[src/rtl/multicycle_controller_if.sv]
// Control bundle between the multicycle controller and its datapath/memory.
// The controller side uses the master modport; the datapath side uses slave.
interface multicycle_controller_if #(
  parameter int CNT_W = 32
);
  logic [4:0]       op;
  logic             zero;
  logic             mem_ready;
  logic             mem_req;
  logic             iord;
  logic             memwrite;
  logic             irwrite;
  logic             pcwrite;
  logic             branch;
  logic             pcen;
  logic             regwrite;
  logic             regdst;
  logic             memtoreg;
  logic             alusrca;
  logic [1:0]       alusrcb;
  logic [1:0]       pcsrc;
  logic [1:0]       aluop;
  logic             illegal;
  logic [CNT_W-1:0] instret;

  modport master (
    input  op, zero, mem_ready,
    output mem_req, iord, memwrite, irwrite, pcwrite, branch, pcen,
           regwrite, regdst, memtoreg, alusrca, alusrcb, pcsrc, aluop,
           illegal, instret
  );

  modport slave (
    output op, zero, mem_ready,
    input  mem_req, iord, memwrite, irwrite, pcwrite, branch, pcen,
           regwrite, regdst, memtoreg, alusrca, alusrcb, pcsrc, aluop,
           illegal, instret
  );
endinterface

[src/rtl/multicycle_controller.sv]
// Moore sequencer for the shared-memory multicycle datapath, with a
// mem_ready handshake that stalls any memory access state.
//
// state  | meaning
// RST    | reset, all outputs low
// FETCH  | read instruction at PC, PC += 4 when memory is ready
// DECODE | read registers, precompute branch target
// MEMADR | compute load/store address
// MEMRD  | load data read
// MEMWB  | load writeback
// MEMWR  | store data write
// EXEC   | R-type ALU operation
// ALUWB  | R-type writeback
// BRANCH | BEQ compare and conditional PC write
// ADDIEX | ADDI ALU operation
// ADDIWB | ADDI writeback
// JUMP   | PC <- jump target
module multicycle_controller #(
  parameter int CNT_W = 32
) (
  input  logic                   clk,
  input  logic                   rst_n,
  multicycle_controller_if.master bus
);
  localparam logic [3:0] RST    = 4'd0;
  localparam logic [3:0] FETCH  = 4'd1;
  localparam logic [3:0] DECODE = 4'd2;
  localparam logic [3:0] MEMADR = 4'd3;
  localparam logic [3:0] MEMRD  = 4'd4;
  localparam logic [3:0] MEMWB  = 4'd5;
  localparam logic [3:0] MEMWR  = 4'd6;
  localparam logic [3:0] EXEC   = 4'd7;
  localparam logic [3:0] ALUWB  = 4'd8;
  localparam logic [3:0] BRANCH = 4'd9;
  localparam logic [3:0] ADDIEX = 4'd10;
  localparam logic [3:0] ADDIWB = 4'd11;
  localparam logic [3:0] JUMP   = 4'd12;

  localparam logic [4:0] OP_R    = 5'b00000;
  localparam logic [4:0] OP_LW   = 5'b00001;
  localparam logic [4:0] OP_SW   = 5'b00010;
  localparam logic [4:0] OP_BEQ  = 5'b00011;
  localparam logic [4:0] OP_ADDI = 5'b00100;
  localparam logic [4:0] OP_J    = 5'b00101;

  logic [3:0]       state_q, state_d;
  logic             illegal_q;
  logic [CNT_W-1:0] instret_q;
  logic             retire;
  logic             bad_op;

  always_comb begin
    state_d = state_q;
    retire  = 1'b0;
    bad_op  = 1'b0;
    case (state_q)
      RST:    state_d = FETCH;
      FETCH:  if (bus.mem_ready) state_d = DECODE;
      DECODE: begin
        case (bus.op)
          OP_R:         state_d = EXEC;
          OP_LW, OP_SW: state_d = MEMADR;
          OP_BEQ:       state_d = BRANCH;
          OP_ADDI:      state_d = ADDIEX;
          OP_J:         state_d = JUMP;
          default: begin
            state_d = FETCH;
            bad_op  = 1'b1;
          end
        endcase
      end
      MEMADR: state_d = (bus.op == OP_SW) ? MEMWR : MEMRD;
      MEMRD:  if (bus.mem_ready) state_d = MEMWB;
      MEMWB:  begin state_d = FETCH; retire = 1'b1; end
      MEMWR:  if (bus.mem_ready) begin state_d = FETCH; retire = 1'b1; end
      EXEC:   state_d = ALUWB;
      ALUWB:  begin state_d = FETCH; retire = 1'b1; end
      BRANCH: begin state_d = FETCH; retire = 1'b1; end
      ADDIEX: state_d = ADDIWB;
      ADDIWB: begin state_d = FETCH; retire = 1'b1; end
      JUMP:   begin state_d = FETCH; retire = 1'b1; end
      default: state_d = RST;
    endcase
  end

  always_ff @(posedge clk or negedge rst_n) begin
    if (!rst_n) begin
      state_q   <= RST;
      illegal_q <= 1'b0;
      instret_q <= '0;
    end else begin
      state_q   <= state_d;
      illegal_q <= illegal_q | bad_op;
      instret_q <= instret_q + CNT_W'(retire);
    end
  end

  // Outputs decode from state only, except the FETCH strobes that wait on memory.
  always_comb begin
    bus.mem_req  = 1'b0;
    bus.iord     = 1'b0;
    bus.memwrite = 1'b0;
    bus.irwrite  = 1'b0;
    bus.pcwrite  = 1'b0;
    bus.branch   = 1'b0;
    bus.regwrite = 1'b0;
    bus.regdst   = 1'b0;
    bus.memtoreg = 1'b0;
    bus.alusrca  = 1'b0;
    bus.alusrcb  = 2'b00;
    bus.pcsrc    = 2'b00;
    bus.aluop    = 2'b00;
    case (state_q)
      FETCH: begin
        bus.mem_req = 1'b1;
        bus.alusrcb = 2'b01;
        bus.irwrite = bus.mem_ready;
        bus.pcwrite = bus.mem_ready;
      end
      DECODE: bus.alusrcb = 2'b11;
      MEMADR, ADDIEX: begin
        bus.alusrca = 1'b1;
        bus.alusrcb = 2'b10;
      end
      MEMRD: begin
        bus.mem_req = 1'b1;
        bus.iord    = 1'b1;
      end
      MEMWB: begin
        bus.regwrite = 1'b1;
        bus.memtoreg = 1'b1;
      end
      MEMWR: begin
        bus.mem_req  = 1'b1;
        bus.iord     = 1'b1;
        bus.memwrite = 1'b1;
      end
      EXEC: begin
        bus.alusrca = 1'b1;
        bus.aluop   = 2'b10;
      end
      ALUWB: begin
        bus.regwrite = 1'b1;
        bus.regdst   = 1'b1;
      end
      BRANCH: begin
        bus.alusrca = 1'b1;
        bus.aluop   = 2'b01;
        bus.pcsrc   = 2'b01;
        bus.branch  = 1'b1;
      end
      ADDIWB: bus.regwrite = 1'b1;
      JUMP: begin
        bus.pcwrite = 1'b1;
        bus.pcsrc   = 2'b10;
      end
      default: ;
    endcase
  end

  assign bus.pcen    = bus.pcwrite | (bus.branch & bus.zero);
  assign bus.illegal = illegal_q;
  assign bus.instret = instret_q;
endmodule
[src/flat_wrapper.sv]
// flat-port wrapper written by rule: the top's interface ports become plain ports
module multicycle_controller_flat 
#(
  parameter int CNT_W = 32
)
  (clk, rst_n, bus_op, bus_zero, bus_mem_ready, bus_mem_req, bus_iord, bus_memwrite, bus_irwrite, bus_pcwrite, bus_branch, bus_pcen, bus_regwrite, bus_regdst, bus_memtoreg, bus_alusrca, bus_alusrcb, bus_pcsrc, bus_aluop, bus_illegal, bus_instret);
  multicycle_controller_if #(.CNT_W(CNT_W)) bus_i ();
  input  logic clk;
  input  logic rst_n;
  input wire logic [$bits(bus_i.op)-1:0] bus_op;
  input wire logic [$bits(bus_i.zero)-1:0] bus_zero;
  input wire logic [$bits(bus_i.mem_ready)-1:0] bus_mem_ready;
  output wire logic [$bits(bus_i.mem_req)-1:0] bus_mem_req;
  output wire logic [$bits(bus_i.iord)-1:0] bus_iord;
  output wire logic [$bits(bus_i.memwrite)-1:0] bus_memwrite;
  output wire logic [$bits(bus_i.irwrite)-1:0] bus_irwrite;
  output wire logic [$bits(bus_i.pcwrite)-1:0] bus_pcwrite;
  output wire logic [$bits(bus_i.branch)-1:0] bus_branch;
  output wire logic [$bits(bus_i.pcen)-1:0] bus_pcen;
  output wire logic [$bits(bus_i.regwrite)-1:0] bus_regwrite;
  output wire logic [$bits(bus_i.regdst)-1:0] bus_regdst;
  output wire logic [$bits(bus_i.memtoreg)-1:0] bus_memtoreg;
  output wire logic [$bits(bus_i.alusrca)-1:0] bus_alusrca;
  output wire logic [$bits(bus_i.alusrcb)-1:0] bus_alusrcb;
  output wire logic [$bits(bus_i.pcsrc)-1:0] bus_pcsrc;
  output wire logic [$bits(bus_i.aluop)-1:0] bus_aluop;
  output wire logic [$bits(bus_i.illegal)-1:0] bus_illegal;
  output wire logic [$bits(bus_i.instret)-1:0] bus_instret;
  assign bus_i.op = bus_op;
  assign bus_i.zero = bus_zero;
  assign bus_i.mem_ready = bus_mem_ready;
  assign bus_mem_req = bus_i.mem_req;
  assign bus_iord = bus_i.iord;
  assign bus_memwrite = bus_i.memwrite;
  assign bus_irwrite = bus_i.irwrite;
  assign bus_pcwrite = bus_i.pcwrite;
  assign bus_branch = bus_i.branch;
  assign bus_pcen = bus_i.pcen;
  assign bus_regwrite = bus_i.regwrite;
  assign bus_regdst = bus_i.regdst;
  assign bus_memtoreg = bus_i.memtoreg;
  assign bus_alusrca = bus_i.alusrca;
  assign bus_alusrcb = bus_i.alusrcb;
  assign bus_pcsrc = bus_i.pcsrc;
  assign bus_aluop = bus_i.aluop;
  assign bus_illegal = bus_i.illegal;
  assign bus_instret = bus_i.instret;
  multicycle_controller #(.CNT_W(CNT_W)) u_core (.clk(clk), .rst_n(rst_n), .bus(bus_i));
endmodule
[config.mk]
export PLATFORM = sky130hd
export DESIGN_NAME = multicycle_controller_flat
export DESIGN_NICKNAME = d
export VERILOG_FILES = /design/src/rtl/multicycle_controller_if.sv /design/src/rtl/multicycle_controller.sv /design/src/flat_wrapper.sv
export SDC_FILE = /design/constraint.sdc
export NUM_CORES = 1
export LEC_CHECK = 0
export ABC_CLOCK_PERIOD_IN_PS = 3100
export CORE_UTILIZATION = 47
export DETAILED_ROUTE_END_ITERATION = 10
export PLACE_DENSITY = 0.82
export SYNTH_ARGS = -nofsm -noshare
export SYNTH_HDL_FRONTEND = slang
export SYNTH_SLANG_ARGS = --single-unit
[constraint.sdc]
create_clock -name clk -period 3.1 [get_ports clk]
set_clock_uncertainty 0.05 [all_clocks]
set_input_delay 0.31 -clock clk [delete_from_list [all_inputs] [get_ports clk]]
set_output_delay 0.31 -clock clk [all_outputs]
set_load 0.02 [all_outputs]
# Yosys cells after proc, flatten, opt, wreduce, memory -nomap -nowiden
# Cells that the tools add are included.
# word_totals
ff_bits	37
in_bits	9
out_inout_bits	50
# classes
addsub	1
eq_ne	20
muxes	23
bitwise	3
n_reduce_logical	12
# op_table
cell	n
adder 32 x 1 -> 32 bit	1
case mux 4 bit (8 select lines)	1
equality test 4 bit (second input constant)	5
case mux 4 bit (5 select lines)	1
equality test 4 x 3 -> 1 bit (second input constant)	4
two-way mux 1 bit	12
two-way mux 4 bit	3
OR reduction 6 bit	2
equality test 5 x 2 -> 1 bit (second input constant)	2
equality test 5 x 3 -> 1 bit (second input constant)	2
equality test 4 x 2 -> 1 bit (second input constant)	2
case mux 2 bit (2 select lines)	2
!= test 2 bit (second input constant)	3
case mux 2 bit (3 select lines)	1
OR reduction 2 bit	3
OR reduction 3 bit	2
equality test 5 x 1 -> 1 bit (second input constant)	1
zero test 5 bit	1
OR reduction 5 bit	1
equality test 4 x 1 -> 1 bit (second input constant)	1
zero test 4 bit	1
case mux 1 bit (2 select lines)	2
OR reduction 4 bit	1
AND reduction 3 bit	1
3 further kinds	4

# Depth between registers and ports, before layout
# logic_depth
ltp_word	5
ltp_mapped	12
ltp_nobuf	10

# Worst setup path before layout
# Ideal clock, no wire load.
# synth_timing
path_type	reg-to-reg
start	reg u_core.state_q[1]
end	reg u_core.instret_q[30] (netlist: u_core.bus.instret[30])
setup_time_ns	0.129
t_arrival_ns	2.368
slack_ns	0.553
stages_incl_launch_ff	13
n_path_buf	2
period_less_slack_ns	2.547
path_cell_list	dfrtp_1 > clkbuf_1 > inv_1 > nor2_1 > a311oi_1 > a31oi_1 > ha_1 > ha_1 > and4_1 > buf_2 > nor4b_4 > nand4_1 > xnor2_1
# synth_between
elab_chain_cells	4
word_cells_on_any_way	9
cone_classes	add/sub (1); eq/ne (6); mux (1); reduce/logical (1)
# synth_rtl
element	line	text
start: declaration	multicycle_controller.sv:46	logic [3:0] state_q, state_d;
start signal: assignment	multicycle_controller.sv:92	state_q <= state_d;
equality test 4 bit / equality test 4 x 3 -> 1 bit (equally long branches)	multicycle_controller.sv:56	case (state_q)
OR reduction 5 bit (no line)	--	
case mux 1 bit (2 select lines) (*)	multicycle_controller.sv:56	
adder 32 x 1 -> 32 bit (*)	multicycle_controller.sv:94	instret_q <= instret_q + CNT_W'(retire);
end signal: assignment	multicycle_controller.sv:94	
end: declaration	multicycle_controller.sv:48	logic [CNT_W-1:0] instret_q;
# Mark *: on every way between the ends. The rest lies on a longest branch, timed or not.
# A chain may end at the register's enable or synchronous reset.

# Worst setup path in the final report
# layout_timing
start	reg u_core.state_q[3]
end	reg u_core.instret_q[30] (netlist: u_core.bus.instret[30])
# Same word-level chain as after synthesis.

==> flow_metrics.tcl <==
set metrics [dict create \
    status "completed" \
    die_w_um 67.5 \
    synth_area_leaders "dfrtp_1 (46%), xnor2_1 (8.3%), xor2_1 (5.2%)" \
    gr-total-overflow 0 \
    met3_usage_pct 4.56 \
    synth_fa_ha_area_share_pct 1.24 \
    dpl.cell_count 305 \
    fin_tns_setup_ns 0 \
    hold_viol 0 \
    vdd_drop_max_uv 471 \
    hold_class "in -> async" \
    async_flop_share_pct 100 \
    pre_cts_ws_ns 0.444 \
    placementRows 23 \
    die_y_um 67.5 \
    met1_usage_pct 27.5 \
    rsz0062_at_grt "false" \
    p_leak_nw 1.24 \
    syn_nets 215 \
    fin_cells 313 \
    grt_usage_pct 20.5 \
    core-area_mm2 0.00406 \
    fin_crit_ns 2.64 \
    setup_violations 0 \
    synth_top_family_by_area "simple AND/OR/NAND/NOR gates" \
    area_growth_pct 34.6 \
    viasPerCell 5.41 \
    worstPathMaxFanout 18 \
    synth_cells 204 \
    synthMuxAreaShare_pct 1.06 \
    cts_tree "built" \
    h-tree-depth 2 \
    ys_types 42 \
    routed_wl_um 4320 \
    io_buffers 58 \
    ctsHoldBuffers 0 \
    wl_per_cell_um 13.8 \
    start_kind "flip-flop" \
    worst-setup-path-type "reg -> reg" \
    synth_edf_count 0 \
    slew_viol_final 0 \
    drtPass1Iterations 4 \
    vias 1692 \
    place_congestion 0.885 \
    setup_slack_ns 0.462 \
    drive_above_1_share_pct 7.98 \
    period_share_pct 85.1 \
    synth_flop_cell "dfrtp_1" \
    cts_max_path_buffers 2 \
    numCtsBuffers 5 \
    max_freq_ghz 0.379 \
    antenna_found_initial 0 \
    avgSynthCellArea_um2 9.88 \
    stdcell_area_mm2 0.00271 \
    clk_pin_slew_worst_paths_ns 0.07 \
    place_hpwl_um 3200 \
    worstPathRequired_ns 3.22 \
    die_area_mm2 0.00455 \
    relSlewSlack_pct 47.1 \
    maxCapViolCount 0 \
    synth_top_area_share_pct 45.9 \
    cp-end-kind "flip-flop" \
    postCtsSetupRepairBufs 0 \
    yosys_warnings 0 \
    drtIter0Drc 163 \
    root_buffer "clkbuf_8" \
    clk_latency_ns 0.29 \
    pin_count 59 \
    tightest_slew_ns 0.794 \
    yosysSeqAreaShare_pct 45.9 \
    syn-cell-area_mm2 0.00202 \
    fillers 333 \
    clock-sinks 37 \
    synthXorXnorAreaFrac_pct 13.5 \
    yosysTopAreaCell "dfrtp_1" \
    synth_compound_area_share_pct 8.63 \
    ys_ff_latch 37 \
    antennaDiodeCount 0 \
    synth-simple-area-share_pct 26.4 \
    post_dp_cell_area_mm2 0.00263 \
    initial_core_util_pct 49.7 \
    power_density_mw_per_mm2 612 \
    first_global_vias 1513 \
    grt.busiest_layer "met2" \
    grt_pass1_wl_um 7010 \
    grt_use_met2_pct 33.0 \
    grt_max_degree 38 \
    worstPathArrival_ns 2.76 \
    ant_nets 0 \
    final_nets 273 \
    postCtsResizedCells 0 \
    drc 0 \
]
[registers in the layout, indices dropped and copies added, names as in the netlist]
name and flops:
u_core.state_q 4, u_core.bus.illegal 1, u_core.bus.instret 32
[routing by layer]
layer | up-vias | wire length [um]
met3 | 4 | 182
li1 | 828 | -
met5 | - | 0
met4 | 0 | 47
met2 | 47 | 2110
met1 | 813 | 1990
[stage by stage]
| stage | hold WS (ns) | util (%) | total power, mW |
|---|---|---|---|
| after floorplan | -0.0356 | - | 1.05 |
| after global placement | 0.387 | 64.8 | 1.34 |
| after detailed placement | 0.398 | 64.8 | 1.34 |
| after CTS | 0.0857 | 66.9 | 1.67 |
| after global routing | 0.133 | 66.9 | 1.76 |
| final | 0.0528 | 66.9 | 1.66 |
[worst max-delay path: stages (launching register included)]
cell and delay (ns):
dfrtp_1 0.65, nand2b_1 0.26, a31oi_1 0.23, ha_1 0.21, ha_1 0.22, and4_1 0.25
nor4b_4 0.34, nand4_1 0.16, xnor2_1 0.15
[path summary, 6_finish.rpt]
check,start,to,slack [ns],cells past startpoint
max,u_core.state_q[3],u_core.bus.instret[30],0.46,8
min,rst_n,u_core.bus.instret[25],0.05,1
max reg2reg,u_core.state_q[3],u_core.bus.instret[30],0.46,8
min reg2reg,u_core.bus.instret[31],u_core.bus.instret[31],0.42,1
max in group asynchronous,rst_n,u_core.state_q[2],2.44,1
min in group clk,u_core.bus.instret[31],u_core.bus.instret[31],0.42,1
[placed cells by master (no fill, tap or decap), types with 2 or more instances in the layout]
cell type and count:
and3_2 2, nor2b_1 4, inv_1 5, clkinv_2 2
nand2b_1 5, clkdlybuf4s50_1 57, a21o_1 4, nand3_1 11
clkbuf_8 5, xnor2_1 19, dfrtp_1 37, nand2_1 18
a31oi_1 2, nand4_1 8, ha_1 2, and3_1 3
buf_4 3, o21ai_0 5, nor2_1 20, a21oi_1 5
nor3_1 7, xor2_1 12, and4_1 3, a211oi_1 2
nor4_2 2
[cell families (layout without fill, tap and decap cells)]
| family | count (synthesis) | in the layout |
|---|---|---|
| and+or+nand+nor | 91 | 91 |
| AOI/OAI and AO/OA | 26 | 26 |
| muxes | 2 | 2 |
| buffers and inverters | 15 | 74 |
| xor gates and xnor gates | 31 | 31 |
| adders and majority gates | 2 | 2 |
| DFF | 37 | 37 |
[where the power goes]
part           leakage (nW)  switching [mW]  internal [mW]
logic                 0.713           0.368          0.333
clock network        0.0450           0.166          0.156
registers             0.486          0.0973          0.541
total                  1.24           0.632           1.03
[cells in the mapped netlist (all sizes together) (2+ instances only)]
| library cell | n |
|---|---|
| a31oi | 2 |
| clkbuf | 7 |
| nor3 | 7 |
| xor2 | 12 |
| nor2 | 20 |
| o21ai | 5 |
| a21o | 4 |
| dfrtp | 37 |
| nand2b | 5 |
| a21oi | 5 |
| nand2 | 18 |
| a211oi | 2 |
| nand3 | 11 |
| inv | 5 |
| buf | 3 |
| and4 | 3 |
| nand4 | 10 |
| nor2b | 4 |
| xnor2 | 19 |
| nor4 | 3 |
| and3 | 5 |
| ha | 2 |
[final cells by class]
cell class | instances | area, um2 | area share [%]
clock buffer | 6 | 72.6 | 2.68
clock inverter | 2 | 10.0 | 0.369
inverter | 5 | 18.8 | 0.692
multi-input combinational | 152 | 1020 | 37.8
sequential | 37 | 926 | 34.1
tap | 50 | 62.6 | 2.31
timing repair buffer | 61 | 598 | 22.0
Note: power is estimated with default switching activity, not from simulation.
